==> config.mk <==
export PLATFORM = sky130hd
export DESIGN_NAME = a2bus_event_fifo
export DESIGN_NICKNAME = d
export VERILOG_FILES = /design/src/rtl/a2bus_event_pkg.sv /design/src/rtl/a2bus_event_ram.sv /design/src/rtl/a2bus_event_fifo.sv
export SDC_FILE = /design/constraint.sdc
export NUM_CORES = 1
export LEC_CHECK = 0
export ABC_AREA = 1
export CAP_MARGIN = 20
export CORE_ASPECT_RATIO = 1.75
export CORE_MARGIN = 4
export CORE_UTILIZATION = 30
export DETAILED_ROUTE_END_ITERATION = 8
export PLACE_DENSITY_LB_ADDON = 0.3
export SETUP_SLACK_MARGIN = 0.05
export SLEW_MARGIN = 15
export SYNTH_ARGS = -nofsm -noshare
export SYNTH_HDL_FRONTEND = slang
export SYNTH_HIERARCHICAL = 1
export SYNTH_SLANG_ARGS = --single-unit
==> constraint.sdc <==
create_clock -name clk_logic_i -period 7.95 [get_ports clk_logic_i]
set_clock_uncertainty 0.15 [all_clocks]
set_input_delay 1.59 -clock clk_logic_i [delete_from_list [all_inputs] [get_ports clk_logic_i]]
set_output_delay 1.59 -clock clk_logic_i [all_outputs]
set_load 0.05 [all_outputs]
==> src/rtl/a2bus_event_pkg.sv <==
// Shared types and constants for the Apple II bus event capture FIFO.
package a2bus_event_pkg;

  localparam int          EVENT_W      = 25;
  localparam logic [7:0]  DROP_CNT_MAX = 8'hFF;

  typedef struct packed {
    logic [15:0] addr;
    logic [7:0]  data;
    logic        rw_n;
  } a2bus_event_t;

  // Inclusive unsigned window match; reads only count when enabled.
  function automatic logic addr_hit(input logic [15:0] addr, input logic [15:0] lo,
                                    input logic [15:0] hi, input logic rw_n,
                                    input logic cap_reads);
    return (addr >= lo) && (addr <= hi) && (!rw_n || cap_reads);
  endfunction

endpackage

==> src/rtl/a2bus_event_ram.sv <==
// DEPTH x EVENT_W distributed RAM: synchronous write, asynchronous read, no reset.
module a2bus_event_ram
  import a2bus_event_pkg::*;
#(
  parameter int DEPTH = 16,
  parameter int AW    = $clog2(DEPTH)
) (
  input  logic               clk_i,
  input  logic               we_i,
  input  logic [AW-1:0]      waddr_i,
  input  logic [EVENT_W-1:0] wdata_i,
  input  logic [AW-1:0]      raddr_i,
  output logic [EVENT_W-1:0] rdata_o
);

  logic [EVENT_W-1:0] mem_q [DEPTH];

  always_ff @(posedge clk_i) begin
    if (we_i) mem_q[waddr_i] <= wdata_i;
  end

  assign rdata_o = mem_q[raddr_i];

endmodule

==> src/rtl/a2bus_event_fifo.sv <==
// Filters latched Apple II bus cycles by address window and queues hits in a
// show-ahead FIFO; overflow drops new entries and is counted, never stalling the bus.
module a2bus_event_fifo
  import a2bus_event_pkg::*;
#(
  parameter int          DEPTH         = 16,
  parameter logic [15:0] ADDR_LO       = 16'hC080,
  parameter logic [15:0] ADDR_HI       = 16'hC0FF,
  parameter bit          CAPTURE_READS = 1'b0
) (
  input  logic                     clk_logic_i,
  input  logic                     system_reset_n_i,
  input  logic                     bus_strobe_i,
  input  logic [15:0]              bus_addr_i,
  input  logic [7:0]               bus_data_i,
  input  logic                     bus_rw_n_i,
  input  logic                     flush_i,
  input  logic                     clear_ovf_i,
  output logic                     evt_valid_o,
  input  logic                     evt_ready_i,
  output logic [15:0]              evt_addr_o,
  output logic [7:0]               evt_data_o,
  output logic                     evt_rw_n_o,
  output logic [$clog2(DEPTH):0]   level_o,
  output logic                     ovf_o,
  output logic [7:0]               drop_cnt_o
);

  localparam int AW = $clog2(DEPTH);
  localparam int LW = AW + 1;
  localparam logic [LW-1:0] FULL_LVL = LW'(DEPTH);

  a2bus_event_t  s1_q;
  logic          s1_v_q, s1_v_d;
  logic [AW-1:0] wr_ptr_q, wr_ptr_d, rd_ptr_q, rd_ptr_d;
  logic [LW-1:0] level_q, level_d;
  logic          ovf_q, ovf_d;
  logic [7:0]    drop_cnt_q, drop_cnt_d;

  logic          hit, pop, room, push, drop;
  a2bus_event_t  head;
  logic [EVENT_W-1:0] rd_word;

  assign hit = addr_hit(bus_addr_i, ADDR_LO, ADDR_HI, bus_rw_n_i, CAPTURE_READS);

  // A pop frees a slot in the same cycle, so a full FIFO can still accept.
  assign evt_valid_o = (level_q != '0);
  assign pop  = evt_valid_o && evt_ready_i;
  assign room = (level_q != FULL_LVL) || pop;
  assign push = s1_v_q && room && !flush_i;
  assign drop = s1_v_q && !room && !flush_i;

  always_comb begin
    s1_v_d     = bus_strobe_i && hit && !flush_i;
    wr_ptr_d   = wr_ptr_q;
    rd_ptr_d   = rd_ptr_q;
    level_d    = level_q;
    ovf_d      = ovf_q;
    drop_cnt_d = drop_cnt_q;

    if (flush_i) begin
      wr_ptr_d = '0;
      rd_ptr_d = '0;
      level_d  = '0;
    end else begin
      if (push) wr_ptr_d = wr_ptr_q + 1'b1;
      if (pop)  rd_ptr_d = rd_ptr_q + 1'b1;
      case ({push, pop})
        2'b10:   level_d = level_q + 1'b1;
        2'b01:   level_d = level_q - 1'b1;
        default: level_d = level_q;
      endcase
    end

    // A drop in the same cycle as a clear restarts the count at one.
    if (drop) begin
      ovf_d      = 1'b1;
      drop_cnt_d = clear_ovf_i ? 8'd1 :
                   (drop_cnt_q == DROP_CNT_MAX) ? DROP_CNT_MAX : drop_cnt_q + 8'd1;
    end else if (clear_ovf_i) begin
      ovf_d      = 1'b0;
      drop_cnt_d = '0;
    end
  end

  always_ff @(posedge clk_logic_i or negedge system_reset_n_i) begin
    if (!system_reset_n_i) begin
      s1_v_q     <= 1'b0;
      wr_ptr_q   <= '0;
      rd_ptr_q   <= '0;
      level_q    <= '0;
      ovf_q      <= 1'b0;
      drop_cnt_q <= '0;
    end else begin
      s1_v_q     <= s1_v_d;
      wr_ptr_q   <= wr_ptr_d;
      rd_ptr_q   <= rd_ptr_d;
      level_q    <= level_d;
      ovf_q      <= ovf_d;
      drop_cnt_q <= drop_cnt_d;
    end
  end

  // Capture payload needs no reset; s1_v_q qualifies it.
  always_ff @(posedge clk_logic_i) begin
    if (bus_strobe_i) s1_q <= '{addr: bus_addr_i, data: bus_data_i, rw_n: bus_rw_n_i};
  end

  a2bus_event_ram #(.DEPTH(DEPTH), .AW(AW)) u_ram (
    .clk_i   (clk_logic_i),
    .we_i    (push),
    .waddr_i (wr_ptr_q),
    .wdata_i (s1_q),
    .raddr_i (rd_ptr_q),
    .rdata_o (rd_word)
  );

  assign head       = a2bus_event_t'(rd_word);
  assign evt_addr_o = head.addr;
  assign evt_data_o = head.data;
  assign evt_rw_n_o = head.rw_n;
  assign level_o    = level_q;
  assign ovf_o      = ovf_q;
  assign drop_cnt_o = drop_cnt_q;

endmodule
; ---- Word-level counts from Yosys, hierarchy flattened
; Memories as Yosys holds them, arrays and structs flattened.
; Index checks and enable logic that the tools add are counted.
[word_totals]
ff_bits = 48
ram_bits = 400
out_inout_bits = 40
wordCells = 53
n_memories = 1
[memory_table]
columns = name, depth, width, rd, rd_ports_with_merged_regs, write_ports, line
row1 = u_ram.mem_q, 16, 25, 1, 0, 1, a2bus_event_ram.sv:16  ; logic [EVENT_W-1:0] mem_q [DEPTH];
[classes]
addsub = 5
order_cmp = 2
eq_ne = 4
mux = 14
n_reduce_logical = 18
[op_table]
columns = cell, n
row1 = $mux 8, 4
row2 = $ge 16x16->1 const B, 1
row3 = $le 16x16->1 const B, 1
row4 = $mux 4, 4
row5 = $pmux 5 s2, 1
row6 = $logic_and 1x1->1, 9
row7 = $add 4x1->4 const B, 2
row8 = $add 8x1->8 const B, 1
row9 = $eq 8x8->1 const B, 1
row10 = $reduce_bool 2->1, 3
row11 = $add 5x1->5 const B, 1
row12 = $mux 5, 1
row13 = $ne 5x5->1 const B, 1
row14 = $reduce_bool 5->1, 1
row15 = $sub 5x1->5 const B, 1
row16 = $mux 1, 4
row17 = $logic_not 1->1, 3
row18 = $reduce_bool 3->1, 1
row19 = $eq 2x1->1 const B, 1
row20 = $eq 2x2->1 const B, 1
row21 = $logic_or 1x1->1, 1

; ---- Longest topological paths before layout
[depth]
depth_word = 8
depth_mapped = 13
mapped_depth_nobuf = 13

; ---- Cells and area by module
; The synthesis kept the hierarchy.
[modules_own_cells]
columns = mod, n_inst, cells_per_inst, area_per_inst_um2, seq_area_each_um2
row1 = a2bus_event_ram, 1, 1637, 17351.6, 12011.5
row2 = a2bus_event_fifo, 1, 203, 2160.8, 1326.3

; ---- Worst setup path before layout
; Ideal clock, no wire load.
[synth_timing]
path_type = input port to flip-flop
startpoint = input port evt_ready_i
endpoint = memory u_ram.mem_q[12][0], enable pin
setup_ns = 0.407
t_arrival_ns = 3.310
required_time_ns = 7.393
slack_ns = 4.083
cell_stages = 6
path_cell_list = nor2_2 -> nand3_2 -> inv_1 -> nor2_1 -> nand3_1 -> nor2_1
[synth_via]
elab_chain_cells = 6
[synth_lines]
columns = element, line
row1 = from (decl), a2bus_event_fifo.sv:20  ; input logic evt_ready_i,
row2 = $logic_and 1x1->1, a2bus_event_fifo.sv:48  ; assign pop = evt_valid_o && evt_ready_i;
row3 = $logic_or 1x1->1, a2bus_event_fifo.sv:49  ; assign room = (level_q != FULL_LVL) || pop;
row4 = $logic_and 1x1->1 (2 in a row), a2bus_event_fifo.sv:50  ; assign push = s1_v_q && room && !flush_i;
row5 = via push, a2bus_event_fifo.sv:40  ; logic hit, pop, room, push, drop;
row6 = $mux 1, a2bus_event_ram.sv:19  ; if (we_i) mem_q[waddr_i] <= wdata_i;
row7 = $mux 1 (implied by the code), a2bus_event_ram.sv:19
row8 = to (decl), a2bus_event_ram.sv:16
; The timed path passes the listed nets, and every way through them passes these cells.

; ---- Worst setup path after layout
[layout_timing]
startpoint = register rd_ptr_q[0]
endpoint = output port evt_rw_n_o
[layout_via]
elab_chain_cells = 1
[layout_lines]
columns = element, line
row1 = from (decl), a2bus_event_fifo.sv:35  ; logic [AW-1:0] wr_ptr_q, wr_ptr_d, rd_ptr_q, rd_ptr_d;
row2 = from (signal assigned), a2bus_event_fifo.sv:97  ; rd_ptr_q <= rd_ptr_d;
row3 = $mem_v2 16x25, n/a
row4 = to (decl), a2bus_event_fifo.sv:23  ; output logic evt_rw_n_o,
; No other way between the ends.

==> results.sh <==
export IMPL_end_kind="output port"
export IMPL_p_seq_share_pct=48.8
export IMPL_final_net_count=1935
export IMPL_wire_per_inst_um=18.1
export IMPL_grt_usage_pct=14.0
export IMPL_clk_pin_slew_worst_paths_ns=0.07
export IMPL_finalHoldViolCount=0
export IMPL_htreeDepth=2
export IMPL_cts_buffers=42
export IMPL_ff_latch_area_um2=13300
export IMPL_gr_total_overflow=0
export IMPL_drtPass1Iterations=5
export IMPL_ctsResizeCount=0
export IMPL_vias=12600
export IMPL_ys_ff_latch=448
export IMPL_synth_cell_type_count=33
export IMPL_power_per_cell_area_nw_per_um2=248
export IMPL_combPwrFrac_pct=15.8
export IMPL_diodes=0
export IMPL_dieArea_um2=69300
export IMPL_synth_edff_count=425
export IMPL_required_ns=6.21
export IMPL_clockPowerShare_pct=35.3
export IMPL_worst_pin_slew_ns=1.12
export IMPL_cts_num_sinks=448
export IMPL_multi_input_comb_area_um2=4450
export IMPL_arrival_ns=3.95
export IMPL_ir_drop_v=0.000157
export IMPL_synth_top_flop_cell="edfxtp_1"
export IMPL_cts_setup_buffers=0
export IMPL_first_iter_violations=981
export IMPL_clockRootBuffer="clkbuf_16"
export IMPL_setup_viol_count_final=0
export IMPL_ios=71
export IMPL_p_int_mw=3.99
export IMPL_max_cap_viol_count=0
export IMPL_numPortBuffers=70
export IMPL_core_area_um2=64300
export IMPL_cts_tree="done"
export IMPL_max_freq_mhz=176
export IMPL_synth_top_area_share_pct=65.4
export IMPL_cp_start_kind="register"
export IMPL_nFillCells=6352
export IMPL_rsz0062_at_grt="no"
export IMPL_power_switching_mw=1.53
export IMPL_hold_buffers=0
export IMPL_drc=0
export IMPL_synth_most_common_cell="nand2_1"
export IMPL_synthSimpleGateAreaFrac_pct=21.0
export IMPL_finalWeightedCongestion=0.750
export IMPL_finalSetupTns_ns=0
export IMPL_grt_pass1_wl_um=75000
export IMPL_p_sw_share_pct=27.7
export IMPL_clock_latency_ns=0.55
export IMPL_synthAdderAreaFrac_pct=0.487
export IMPL_avgSynthCellArea_um2=10.6
export IMPL_fp_dieW_um=201
export IMPL_synth_top_family_by_area="simple AND/OR/NAND/NOR gates"
export IMPL_synthXorXnorAreaFrac_pct=0.180
export IMPL_post_dp_hpwl_um=26500
export IMPL_crit_fanout=120
export IMPL_yosys_top_cells_count="583 x nand2_1, 425 x edfxtp_1, 319 x inv_1"
export IMPL_viasPerCell=4.59
export IMPL_fin_ws_ns=2.26
export IMPL_postLayoutCoreUtil_pct=34.6
export IMPL_syn_cell_area_um2=19500
export IMPL_synth_compound_area_share_pct=0.571
export IMPL_leakagePower_nw=9.11
export IMPL_area_delta_synth_final_pct=14.1
export IMPL_synth_warning_count=6
export IMPL_pre_cts_ws_ns=2.81
export IMPL_grt_pass1_vias=12400
export IMPL_hold_class="reg -> reg"
export IMPL_grt_max_degree=121
export IMPL_rows=123
export IMPL_synth_area_leaders="edfxtp_1 65%, nand2_1 11%, nand3_1 8.1%"
export IMPL_slew_viol_final=0
export IMPL_clockBufferDepth=3
export IMPL_synth_mux_area_share_pct=0
export IMPL_antenna_found_initial=0
export IMPL_syn_inst=1840
export IMPL_synth_nets=1878
export IMPL_ant_nets=0
export IMPL_finalCritPeriodShare_pct=71.6
export IMPL_crit_type="reg -> out"
export IMPL_initial_core_util_pct=30.3
export IMPL_status="complete, no violations"
export IMPL_synth_async_reset_ratio_pct=5.13
export IMPL_die_h_um=345
export IMPL_drt_total_wl_um=49600
export IMPL_period_minus_slack_ns=5.69
export IMPL_synth_seq_area_share_pct=68.4
export IMPL_slew_headroom_pct=25.5
export IMPL_layout_drive_gt1_share_pct=6.54
export IMPL_yosysTopAreaCell="edfxtp_1"
[final timing paths]
kind / cells after the start / endpoint / start / slack, ns
worst min register to register: 2 / ovf_o / ovf_o / 0.34
min in group asynchronous: 2 / drop_cnt_o[4] / system_reset_n_i / 1.28
worst max register to register: 8 / u_ram/mem_q[14][10] / level_o[4] / 5.06
worst max-delay path: 9 / evt_rw_n_o / rd_ptr_q[0] / 2.26
max in group asynchronous: 2 / rd_ptr_q[0] / system_reset_n_i / 6.06
worst min-delay path: 2 / ovf_o / ovf_o / 0.34
[critical path, stage by stage, from the launching register on]
cell,delay (ns)
dfrtp_4,0.69
inv_6,0.77
buf_12,0.43
nand2_1,0.11
nand2_1,0.09
nand2_1,0.05
nand3_1,0.11
nand3_1,0.07
nand2_1,0.18
clkdlybuf4s50_1,0.84
[cell type report]
type	instances	share of cell area (%)
Timing Repair Buffer	95	4.03
Clock buffer	52	5.03
Inverter	325	5.51
Multi-Input combinational cell	985	20.0
Clock inverter	21	0.894
Sequential cell	448	60.0
Tap cell	812	4.56
[power by group through the flow]
stage	Sequential (mW)	Combinational, mW	Clock (mW)
5_1_grt	2.70	0.967	2.10
4_1_cts	2.70	0.891	2.01
3_5_place_dp	2.75	0.887	0
6_report	2.69	0.873	1.95
3_3_place_gp	2.74	0.876	0
2_1_floorplan	2.73	0.679	0
[logic make-up after synthesis]
group                      count (synthesis)
DFF                                      448
xor gates and xnor gates                   4
AOI/OAI and AO/OA                         21
adders and majority gates                  7
and+or+nand+nor                          953
buffers and inverters                    407
[flip-flops by register name, indices dropped and copies added (netlist names)]
register and count:
drop_cnt_o 8, level_o 5, ovf_o 1, rd_ptr_q 4, s1_q 25, s1_v_q 1, u_ram/mem_q 400, wr_ptr_q 4
[cell usage in the layout (no fill, tap or decap), types with 3 or more instances in the layout]
cell type,instances
inv_1,317
inv_2,6
buf_4,24
dfrtp_1,20
nand3b_1,3
edfxtp_1,425
o21ai_0,7
clkbuf_16,43
nand3_1,316
clkinv_2,7
bufinv_16,3
nor2_4,17
o21ai_1,5
clkinv_1,8
nor2_1,15
a21oi_1,7
nor2_2,5
xor2_1,3
clkbuf_1,8
nand2_1,583
ha_1,6
nand3_2,3
clkdlybuf4s50_1,69
[per-layer routing]
layer,up-vias,global-route usage [%],share of wire (%)
met5,-,0,0
met4,0,4.05,2.3
met3,70,1.61,4.1
met2,292,26.3,53
met1,6151,16.8,41
li1,6058,-,-
[per-stage QoR]
step | hold WS, ns | std cells | total power [mW] | area (µm²)
3_3_place_gp | 0.309 | 2665 | 3.62 | 20900
3_5_place_dp | 0.323 | 2665 | 3.63 | 20900
6_report | 0.338 | 2738 | 5.52 | 22300
2_1_floorplan | 0.299 | 1840 | 3.41 | 19500
4_1_cts | 0.344 | 2738 | 5.60 | 22300
5_1_grt | 0.410 | 2738 | 5.77 | 22300
No activity file was read; power rests on OpenSTA's default activity.
